### src/rtl/io_bridge_pkg.sv
// Shared address map and read-source type for the cpu IO bridge.
// Imported by io_bridge and io_tx_fifo.
package io_bridge_pkg;

  localparam logic [17:0] IO_RXTX   = 18'h30000;
  localparam logic [17:0] IO_CLK    = 18'h30004;
  localparam logic [17:0] IO_STATUS = 18'h30008;

  typedef enum logic {
    SRC_RAM,
    SRC_IO
  } rd_src_t;

  function automatic logic [7:0] cnt_byte(
    input logic [31:0] v,
    input logic [1:0]  idx
  );
    logic [31:0] s;
    s = v >> {idx, 3'b000};
    return s[7:0];
  endfunction

endpackage

### src/rtl/io_tx_fifo.sv
// UART TX byte FIFO: power-of-2 depth, pop on valid&ready.
// A push at full is accepted only when a pop frees a slot that cycle.
module io_tx_fifo
  import io_bridge_pkg::*;
#(
  parameter int TX_DEPTH = 16
) (
  input  logic                        clk_in,
  input  logic                        rst_in,
  input  logic                        push_i,
  input  logic [7:0]                  data_i,
  input  logic                        ready_i,
  output logic [7:0]                  data_o,
  output logic                        valid_o,
  output logic                        full_o,
  output logic [$clog2(TX_DEPTH):0]   count_d_o
);

  localparam int AW = $clog2(TX_DEPTH);
  localparam int CW = AW + 1;

  logic [7:0]    mem_q [TX_DEPTH];
  logic [AW-1:0] wr_q, wr_d;
  logic [AW-1:0] rd_q, rd_d;
  logic [CW-1:0] cnt_q, cnt_d;
  logic          pop;
  logic          push_ok;

  assign valid_o   = (cnt_q != '0);
  assign full_o    = (cnt_q == CW'(TX_DEPTH));
  assign pop       = valid_o & ready_i;
  assign push_ok   = push_i & (~full_o | pop);
  assign data_o    = mem_q[rd_q];
  assign count_d_o = cnt_d;

  always_comb begin
    wr_d  = wr_q + AW'(push_ok);
    rd_d  = rd_q + AW'(pop);
    cnt_d = cnt_q + CW'(push_ok) - CW'(pop);
  end

  always_ff @(posedge clk_in) begin
    if (rst_in) begin
      wr_q  <= '0;
      rd_q  <= '0;
      cnt_q <= '0;
    end else begin
      wr_q  <= wr_d;
      rd_q  <= rd_d;
      cnt_q <= cnt_d;
    end
  end

  always_ff @(posedge clk_in) begin
    if (push_ok) mem_q[wr_q] <= data_i;
  end

endmodule

### src/rtl/io_bridge.sv
// cpu byte-bus bridge: RAM/MMIO decode, UART TX FIFO, RX, cycle counter, halt.
// IO_BRIDGE_STATUS_EN enables the 0x30008 status register read.
module io_bridge
  import io_bridge_pkg::*;
#(
  parameter int TX_DEPTH    = 16,
  parameter int FULL_MARGIN = 2
) (
  input  logic        clk_in,
  input  logic        rst_in,
  input  logic        rdy_in,
  input  logic [31:0] cpu_a,
  input  logic [7:0]  cpu_dout,
  input  logic        cpu_wr,
  output logic [7:0]  cpu_din,
  output logic        io_buffer_full,
  output logic        ram_r_nw,
  output logic [16:0] ram_a,
  output logic [7:0]  ram_din,
  input  logic [7:0]  ram_dout,
  output logic [7:0]  tx_data,
  output logic        tx_valid,
  input  logic        tx_ready,
  input  logic [7:0]  rx_data,
  input  logic        rx_valid,
  output logic        rx_pop,
  output logic        halt_out
);

  localparam int CW = $clog2(TX_DEPTH) + 1;

  logic [17:0]   a18;
  logic          io_sel, rd_acc, wr_acc;
  logic          unused_hi;
  rd_src_t       src_q, src_d;
  logic [7:0]    io_rd_q, io_rd_d;
  logic [31:0]   cnt_q, snap_q, snap_d;
  logic          halt_q, halt_d;
  logic          ovf_q, ovf_d, ovf_set;
  logic          stat_clr;
  logic          full_q, halt_out_q;
  logic          push;
  logic [7:0]    push_data;
  logic          fifo_full;
  logic [CW-1:0] count_d;

  assign a18       = cpu_a[17:0];
  assign unused_hi = ^cpu_a[31:18];
  assign io_sel    = (a18[17:16] == 2'b11);
  assign rd_acc    = rdy_in & ~cpu_wr;
  assign wr_acc    = rdy_in & cpu_wr & io_sel;

  assign ram_r_nw = ~(cpu_wr & ~io_sel);
  assign ram_a    = cpu_a[16:0];
  assign ram_din  = cpu_dout;

  assign cpu_din        = (src_q == SRC_RAM) ? ram_dout : io_rd_q;
  assign io_buffer_full = full_q;
  assign halt_out       = halt_out_q;

  always_comb begin
    src_d     = SRC_IO;
    io_rd_d   = 8'h00;
    snap_d    = snap_q;
    rx_pop    = 1'b0;
    stat_clr  = 1'b0;
    push      = 1'b0;
    push_data = cpu_dout;
    halt_d    = halt_q;
    if (rd_acc & ~io_sel) src_d = SRC_RAM;
    if (rd_acc & io_sel) begin
      unique case (1'b1)
        a18 == IO_RXTX: begin
          io_rd_d = rx_valid ? rx_data : 8'h00;
          rx_pop  = rx_valid & ~rst_in;
        end
        a18 == IO_CLK: begin
          io_rd_d = cnt_q[7:0];
          snap_d  = cnt_q;
        end
        (a18[17:2] == IO_CLK[17:2]) &&
        (a18[1:0] != 2'b00):
          io_rd_d = cnt_byte(snap_q, a18[1:0]);
`ifdef IO_BRIDGE_STATUS_EN
        a18 == IO_STATUS: begin
          io_rd_d  = {ovf_q, halt_q, full_q,
                      tx_valid, 4'b0000};
          stat_clr = 1'b1;
        end
`endif
        default: ;
      endcase
    end
    if (wr_acc) begin
      unique case (1'b1)
        a18 == IO_RXTX:
          push = ~halt_q & (cpu_dout != 8'h00);
        // the stop marker must reach the UART, so skip the zero filter
        a18 == IO_CLK: begin
          halt_d    = 1'b1;
          push      = 1'b1;
          push_data = 8'h00;
        end
        default: ;
      endcase
    end
    ovf_set = push & fifo_full & ~(tx_valid & tx_ready);
    ovf_d   = ovf_set | (ovf_q & ~stat_clr);
  end

  io_tx_fifo #(
    .TX_DEPTH (TX_DEPTH)
  ) u_fifo (
    .clk_in    (clk_in),
    .rst_in    (rst_in),
    .push_i    (push),
    .data_i    (push_data),
    .ready_i   (tx_ready),
    .data_o    (tx_data),
    .valid_o   (tx_valid),
    .full_o    (fifo_full),
    .count_d_o (count_d)
  );

  always_ff @(posedge clk_in) begin
    if (rst_in) begin
      src_q      <= SRC_IO;
      io_rd_q    <= 8'h00;
      snap_q     <= '0;
      cnt_q      <= '0;
      halt_q     <= 1'b0;
      ovf_q      <= 1'b0;
      full_q     <= 1'b0;
      halt_out_q <= 1'b0;
    end else begin
      src_q      <= src_d;
      io_rd_q    <= io_rd_d;
      snap_q     <= snap_d;
      cnt_q      <= rdy_in ? cnt_q + 32'd1 : cnt_q;
      halt_q     <= halt_d;
      ovf_q      <= ovf_d;
      full_q     <= (count_d >= CW'(TX_DEPTH - FULL_MARGIN));
      halt_out_q <= halt_q & ~tx_valid;
    end
  end

endmodule
### config.mk
export PLATFORM = sky130hd
export DESIGN_NAME = io_bridge
export DESIGN_NICKNAME = d
export VERILOG_FILES = /design/src/rtl/io_bridge_pkg.sv /design/src/rtl/io_tx_fifo.sv /design/src/rtl/io_bridge.sv
export SDC_FILE = /design/constraint.sdc
export NUM_CORES = 1
export LEC_CHECK = 0
export CELL_PAD_IN_SITES_DETAIL_PLACEMENT = 1
export CELL_PAD_IN_SITES_GLOBAL_PLACEMENT = 1
export CORE_AREA = 3 3 159 161
export CTS_BUF_LIST = sky130_fd_sc_hd__clkbuf_8
export CTS_CLUSTER_SIZE = 40
export DETAILED_ROUTE_END_ITERATION = 10
export DIE_AREA = 0 0 162 164
export PLACE_DENSITY_LB_ADDON = 0.1
export SYNTH_ARGS = -nofsm -noshare
export SYNTH_HDL_FRONTEND = slang
export SYNTH_SLANG_ARGS = --single-unit
### constraint.sdc
create_clock -name clk_in -period 8.75 [get_ports clk_in]
set_input_delay 0.875 -clock clk_in [delete_from_list [all_inputs] [get_ports clk_in]]
set_output_delay 0.875 -clock clk_in [all_outputs]
set_load 0.02 [all_outputs]
==> out/results.ini, run 1 <==
[sta]
slew_viol_final=0
fin_crit_sh_pct=49.5
worst_pin_slew_ps=1210
max_slew_margin_pct=19.0
clock_skew_ps=20.5
timing.setup.tns_ps=0
setup_viol=0
fmax_ghz=0.231
period_needed_ps=4330
hold_viol=0
rsz0062_at_grt=no

[final_layout]
final_cells=1166
drive_gt1_share_pct=18.2
final_util_pct=47.4
n_fill_cell=2520
area_growth_pct=19.4
final_nets=885

[yosys]
synth_top_area_share_pct=40.1
synth_flop_cell=edfxtp_1
yosysWarnings=0
synth_area_leader_cell=edfxtp_1
synth-edff-count=128
synth_area_leaders=edfxtp_1, dfxtp_1, mux4_2
post_synth.cell_area_avg_sq_um=13.1
ys_ff_latch=217
ys_seq_area_share_pct=58.7
syn-instance-count=732
async_reset_ff_share_pct=0
synth.net_count=806
syn_area_sq_um=9580
synth.distinct_cells=50

[route]
num_vias=6335
wl_per_cell_um=20.8
routed_wl_um=24200
dr.pass1.iters=4
drtIter0Drc=387
drt-vias-per-instance=5.43
drcViolationCount=0
ant_nets=0

[grt]
grt_max_degree=50
grt_pass1_vias=6657
grt-ovfl-total=0
antenna_found_initial=0
grtUsageTotal_pct=18.3
grt_pass1_wl_um=38300

[floorplan]
coreArea_sq_um=24100
start_util_pct=39.7
die_h_um=164
fp-row-count=57
dieArea_sq_um=26600
fp.dieW_um=162
pin_count=108

[pwr]
p_leak_uw=0.00364
ir_drop_uv=166
power.density_nw_per_um2=219

[cts]
root_buffer=clkbuf_8
postCtsHoldBufs=0
clk_path_buf_depth=3
ctsHtreeMaxLevel=2
cts.clk_slew.worst_paths_ps=60
cts_tree=done
cts_resized=0
numCtsBuffers=38
post-cts-setup-buffers=0
clock_latency_ps=530
cts.sink_count=217

[worst_setup_path]
worstPathRequired_ps=7880
worstSetupEndpointType=primary output
cp.arrival_ps=3460
worstSetupPathType=in -> out
crit_path_start_kind=input pin
cp_max_fo=9
r2r_slack_ps=5820

[place]
place_inst=1095
io_buffers=93
hpwlAfterDp_um=16400
gp_congestion=0.761

[hold_path]
hold_class=reg -> reg

[run_status]
status=finished clean

[run]
cap_violations=0

## power breakdown
group,switching (uW),internal (uW)
Sequential,31.5,1100
Combinational,221,239
Clock,417,495
## critical path: stages
cell and delay, ps:
clkdlybuf4s50_1 430, or4_1 710, nor2_1 530, and4_1 290, clkdlybuf4s50_1 620
## flip-flops by register name, indices dropped and copies added (netlist names), 4 cells and up
signal,flops
u_fifo.wr_q,4
u_fifo.cnt_q,5
u_fifo.mem_q,128
cnt_q,32
snap_q,32
io_rd_q,8
u_fifo.rd_q,4
## stage by stage
| step | worst slack, ps | hold WS, ps | total power [uW] | instance area [sq um] |
|---|---|---|---|---|
| after floorplan | 5350 | 446 | 1460 | 9580 |
| after global placement | 4240 | 457 | 1600 | 10700 |
| after detailed placement | 4090 | 476 | 1620 | 10700 |
| after CTS | 4410 | 484 | 2540 | 11400 |
| after global routing | 4320 | 514 | 2630 | 11400 |
| final | 4420 | 481 | 2500 | 11400 |
## synth_stat cells, types with 8 or more instances
cell type	instances
a21oi_1	46
a31oi_1	8
buf_2	11
buf_4	27
clkbuf_1	31
dfxtp_1	89
edfxtp_1	128
ha_1	11
inv_1	12
mux2_2	14
mux4_2	48
nand2_1	16
nand3_1	58
nand4_1	18
nor2_1	36
nor2b_1	20
nor3_1	21
nor4_1	11
o21ai_1	30
o31ai_1	9
or4_1	14
xnor2_1	13
xor2_1	9
## per-layer routing
| metal | track usage, % | up-vias | routed length [um] |
|---|---|---|---|
| li1 | - | 2952 | - |
| met1 | 27.0 | 3189 | 11800 |
| met2 | 27.8 | 155 | 10700 |
| met3 | 3.56 | 39 | 1230 |
| met4 | 5.00 | 0 | 499 |
| met5 | 0 | - | 0 |
## layout by cell type (no fill, tap or decap), drive strengths merged, types with 3 or more instances in the layout
cell type	synthesis	layout
edfxtp	128	128
clkdlybuf4s50	0	92
dfxtp	89	89
nand3	58	58
mux4	48	48
a21oi	46	46
clkbuf	32	44
nor2	36	36
o21ai	34	34
inv	12	22
nor3	21	21
buf	42	21
nor2b	20	20
nand4	18	18
nand2	16	16
or4	15	15
mux2	14	14
nor4	14	14
xnor2	13	13
clkinv	0	13
ha	11	11
o31ai	9	9
xor2	9	9
a31oi	8	8
nand2b	7	7
and4	7	7
and2	3	3
and3	3	3
or3	3	3
## worst paths after layout
check / startpoint / to / depth (start not counted)
setup / recovery: cpu_a[9] / rx_pop / 5
hold reg to reg: snap_q[1] / snap_q[1] / 2
setup reg to reg: u_fifo.cnt_q[3] / io_buffer_full / 11
hold / removal: snap_q[1] / snap_q[1] / 2
## final cells by class
class | count | area, sq um | area share, %
flip-flops and latches | 217 | 5630 | 49.2
multi-input cells | 429 | 3520 | 30.8
repair buffers | 113 | 1080 | 9.41
clock buffers | 44 | 606 | 5.30
well taps | 324 | 405 | 3.55
clock inverters | 26 | 151 | 1.32
inverters | 12 | 45.0 | 0.394
diodes | 1 | 2.50 | 0.0219
## cells by family after synthesis
kind of cell	count (synthesis)	share of synthesized area (%)
AO/OA/AOI/OAI	104	6.38
multiplexers	63	13.0
flip-flops	217	58.7
adder cells (fa/ha/maj)	12	1.65
buffers and inverters	86	4.66
AND/OR/NAND/NOR	228	13.5
XOR/XNOR	22	2.01
Power figures use the tool's default switching activity.
==> run 2, diff against run 1 <==
- clock period: 8.75 -> 3.85 ns (I/O delays scaled with it)
==> run 2 against run 1 <==
Via count rose by 1.3%. Core utilization rose by 0.26 points. Clock power rose by 120%. Critical path type is now reg -> out. Critical endpoint is now tx_data[0]. Largest power group unchanged.
==> out/results.ini, run 2 (synthesis results as in run 1) <==
[sta]
fin_crit_sh_pct=86.7
max_slew_margin_pct=13.7  ; -5.3 points
rsz0062_at_grt=no
worst_pin_slew_ps=1290  ; +79.9 ps
timing.setup.tns_ps=0  ; unchanged
slew_viol_final=0  ; unchanged
period_needed_ps=3340
setup_viol=0  ; unchanged
fmax_ghz=0.299
clock_skew_ps=35.5  ; +14.9 ps
hold_viol=0  ; unchanged

[place]
hpwlAfterDp_um=16500  ; +1.1%
gp_congestion=0.774  ; +1.7%
place_inst=1107  ; +1.1%
io_buffers=93  ; unchanged

[run]
cap_violations=0  ; unchanged

[cts]
cts.sink_count=217  ; unchanged
cts_tree=done
postCtsHoldBufs=0  ; unchanged
clk_path_buf_depth=3  ; unchanged
cts.clk_slew.worst_paths_ps=60  ; about the same
clock_latency_ps=540  ; about the same
root_buffer=clkbuf_8
ctsHtreeMaxLevel=2  ; unchanged
cts_resized=0  ; unchanged
numCtsBuffers=38  ; unchanged
post-cts-setup-buffers=0  ; unchanged

[hold_path]
worstHoldStart=rst_in
hold_path_depth=3  ; +1
hold_class=in -> reg

[final_layout]
layout_commonest_cell=edfxtp_1
area_growth_pct=20.1
largest_reg_flops=128  ; unchanged
multi_input_area_sq_um=3520  ; about the same
top_regs=u_fifo.mem_q x128, cnt_q x32, snap_q x32
n_fill_cell=2509  ; -0.44%
final_cells=1175  ; +0.77%
final_cell_mix=edfxtp_1, clkdlybuf4s50_1, dfxtp_1
regMostFlops=u_fifo.mem_q
drive_gt1_share_pct=17.7  ; -0.45 points
register_area_sq_um=5630  ; about the same
antenna_cells=0  ; -1
final_nets=897  ; +1.4%

[floorplan]
fp-row-count=57  ; unchanged
die_h_um=164  ; unchanged
dieArea_sq_um=26600  ; unchanged
fp.dieW_um=162  ; unchanged
coreArea_sq_um=24100  ; unchanged
start_util_pct=39.7  ; unchanged
pin_count=108  ; unchanged

[worst_setup_path]
r2r.worst_path.cells=11  ; unchanged
cp_max_fo=26  ; +17
worstSetupPathType=reg -> out
cp.arrival_ps=2950  ; -510 ps
worstSetupEndpointType=primary output
setup.worst_path.start=u_fifo.rd_q[0]
worstPathRequired_ps=3460  ; -4420 ps
crit_path_start_kind=flip-flop
regToRegStartpoint=u_fifo.cnt_q[2]

[grt]
grt_pass1_vias=6655  ; -0.030%
grt-ovfl-total=0  ; unchanged
grt_max_degree=48  ; -4.0%
grtUsageTotal_pct=18.4  ; +0.11 points
antenna_found_initial=0  ; unchanged
grt_pass1_wl_um=38500  ; +0.52%

[pwr]
ir_drop_uv=301  ; +81%
p_leak_uw=0.00371  ; +1.9%
totalPowerFinal_uw=5610  ; +120%
power.density_nw_per_um2=488  ; +120%

[run_status]
status=finished clean

[route]
dr.pass1.iters=4  ; unchanged
routed_wl_um=24500  ; +0.92%
wl_per_cell_um=20.8  ; +0.15%
ant_nets=0  ; unchanged
drt-vias-per-instance=5.46  ; +0.50%
drcViolationCount=0  ; unchanged
drtIter0Drc=465  ; +20%
num_vias=6416  ; +1.3%

## run 2: cell types whose count changed in the layout (fill, tap and decap cells not counted), moves of 2 or more
cell,delta
buf_4,+11
clkinvlp_4,-2
inv_6,+2
inv_1,+9
clkbuf_8,-5
clkinv_2,-8
## run 2: where the power goes
part	switching [uW]	internal, uW
Clock	919	1080
Sequential	49.2	2500
Combinational	505	558
Total	1470	4140
## run 2: worst max-delay path, cell delays in order (launching register included)
cell             delay, ps
dfxtp_2                500
buf_12                 280
mux4_2                 600
mux4_2                 480
clkdlybuf4s50_1        550
## run 2: path summary, 6_finish.rpt
check	to	slack, ps
max reg2reg	io_buffer_full	1200
max	tx_data[0]	510
min	src_q	270
min reg2reg	snap_q[13]	480
## run 2: final cells by class
type | instances | area share (%)
repair buffers | 125 | 10.3
multi-input cells | 429 | 30.6
flip-flops and latches | 217 | 48.9
inverters | 12 | 0.392
well taps | 324 | 3.53
clock buffers | 39 | 4.67
clock inverters | 29 | 1.62
## run 2: through the flow
step,setup WS [ps],utilization [%],cell area (sq um),hold WS (ps)
after floorplan,939,-,9580,446
after global placement,520,44.7,10800,457
after detailed placement,433,44.7,10800,474
after CTS,432,47.7,11500,241
after global routing,338,47.7,11500,266
final,511,47.7,11500,266
## run 2: per-layer routing
layer,vias to the layer above,global-route usage [%],routed length (um)
met5,-,0,0
met4,0,3.76,265
met3,22,3.76,1390
met2,162,28.7,11100
met1,3254,26.9,11700
li1,2978,-,-
==> run 3, diff against run 2 <==
- MAX_ROUTING_LAYER: unset -> met4
- PLACE_DENSITY_LB_ADDON: 0.1 -> 0.08
- clock period: 3.85 -> 2.9 ns (I/O delays scaled with it)
==> run 3 against run 2 <==
Via count increased by 3.0%. Non-clock buffer count increased by 46. Global-route usage increased by 1.4 points. Critical path type unchanged.
==> out/results.ini, run 3 (synthesis results as in run 1) <==
[route]
drtIter0Drc=370  ; -20%
dr.pass1.iters=5  ; +1
wl_per_cell_um=21.0  ; +0.68%
num_vias=6606  ; +3.0%
drt-vias-per-instance=5.43  ; -0.59%
routed_wl_um=25500  ; +4.3%
drcViolationCount=0  ; unchanged
ant_nets=0  ; unchanged

[place]
gp_congestion=0.817  ; +5.5%
place_ws_ps=-280  ; -713 ps
hpwlAfterDp_um=17400  ; +5.2%
io_buffers=93  ; unchanged

[sta]
worst_pin_slew_ps=613  ; -679 ps
fin_crit_sh_pct=97.0
rsz0062_at_grt=no
setup_viol=0  ; unchanged
worst_slack_ps=85.8  ; -425 ps
max_slew_margin_pct=58.8  ; +45 points
slew_viol_final=0  ; unchanged
fmax_ghz=0.355
period_needed_ps=2810
clock_skew_ps=11.3  ; -24.2 ps
hold_viol=0  ; unchanged

[worst_setup_path]
worstSetupPathType=reg -> out
cp.arrival_ps=2520  ; -430 ps
worstSetupEndpointType=primary output
slowest_delay_ps=550  ; -50 ps
path_common_cell=mux4_2
critical-path-slowest-cell=mux4_2
r2r_slack_ps=220  ; -980 ps
cp_max_fo=12  ; -54%
crit_path_start_kind=flip-flop
worstPathRequired_ps=2610  ; -850 ps
crit_chain=buf_12 > mux4_2 > mux4_2 > dlygate4sd2_1

[floorplan]
fp.dieW_um=162  ; unchanged
dieArea_sq_um=26600  ; unchanged
pin_count=108  ; unchanged
fp-row-count=57  ; unchanged
start_util_pct=39.7  ; unchanged
coreArea_sq_um=24100  ; unchanged
die_h_um=164  ; unchanged

[cts]
cts.clk_slew.worst_paths_ps=60  ; about the same
cts.sink_count=217  ; unchanged
clk_path_buf_depth=3  ; unchanged
ctsHtreeMaxLevel=2  ; unchanged
numCtsBuffers=37  ; -2.6%
root_buffer=clkbuf_8
clock_latency_ps=530  ; about the same
cts_tree=done
postCtsHoldBufs=0  ; unchanged

[final_layout]
area_growth_pct=24.3
top_regs=u_fifo.mem_q x128, cnt_q x32, snap_q x32
drive_gt1_share_pct=22.8  ; +5.1 points
final_nets=942  ; +5.0%
regMostFlops=u_fifo.mem_q
largest_reg_flops=128  ; unchanged
n_fill_cell=2532  ; +0.92%
layout_commonest_cell=edfxtp_1
final_cell_mix=edfxtp_1, dfxtp_1, clkdlybuf4s50_1
antenna_cells=0  ; unchanged

[pwr]
totalPowerFinal_uw=7680  ; +37%
ir_drop_uv=387  ; +28%
power.density_nw_per_um2=645  ; +32%
p_leak_uw=0.00392  ; +5.8%

[grt]
grt_pass1_wl_um=40200  ; +4.3%
grt_pass1_vias=7049  ; +5.9%
antenna_found_initial=1  ; +1
grtUsageTotal_pct=19.8  ; +1.4 points
grt-ovfl-total=0  ; unchanged
grt_max_degree=45  ; -6.3%

[hold_path]
hold_class=in -> reg

[run]
cap_violations=0  ; unchanged

[run_status]
status=finished clean

## run 3: worst max-delay path: cells and delay by family (launching register included)
family                 cells  cell delay, ps
DFF                        1             430
muxes                      2            1030
buffers and inverters      2             530
## run 3: worst paths after layout
check                       start        endpoint  cells past startpoint
hold reg to reg         cnt_q[31]       cnt_q[31]                      2
hold / removal             rst_in           src_q                      3
setup reg to reg  u_fifo.cnt_q[3]  io_buffer_full                     11
setup / recovery   u_fifo.rd_q[0]      tx_data[3]                      4
## run 3: where the power goes
part           internal [uW]  leakage, uW  switching, uW
Combinational            837      0.00165            725
Sequential              3320      0.00187           56.7
Clock                   1500     0.000402           1250
## run 3: timing repair
| item | CTS | global route |
|---|---|---|
| setup buffers | 1 | 0 |
| gates resized for setup | 13 | 0 |
| setup endpoints to repair | 8 | 0 |
## run 3: metal layers
| layer | part of all wire [%] | wire [um] | vias to the layer above | GRT usage (%) |
|---|---|---|---|---|
| met5 | 0 | 0 | - | - |
| met4 | 1.3 | 325 | 0 | 4.73 |
| met3 | 5.7 | 1460 | 30 | 4.31 |
| met2 | 47 | 11900 | 170 | 30.9 |
| met1 | 46 | 11900 | 3349 | 26.8 |
| li1 | - | - | 3057 | - |
## run 3: layout make-up
cell class / count / area (sq um) / area share (%)
clock buffers: 41 / 564 / 4.74
clock inverters: 23 / 170 / 1.43
inverters: 12 / 45.0 / 0.379
well taps: 324 / 405 / 3.41
repair buffers: 171 / 1560 / 13.1
flip-flops and latches: 217 / 5630 / 47.3
multi-input cells: 429 / 3520 / 29.6
## run 3: per-stage QoR
step	utilization, %	setup TNS, ps	hold WS (ps)	cell area, sq um	instances
floorplan	-	0	373	9580	732
global placement	46.2	-7350	456	11100	1151
detailed placement	46.2	-9710	472	11100	1151
CTS	49.4	0	129	11900	1217
global route	49.4	0	151	11900	1217
finish	49.4	0	152	11900	1217
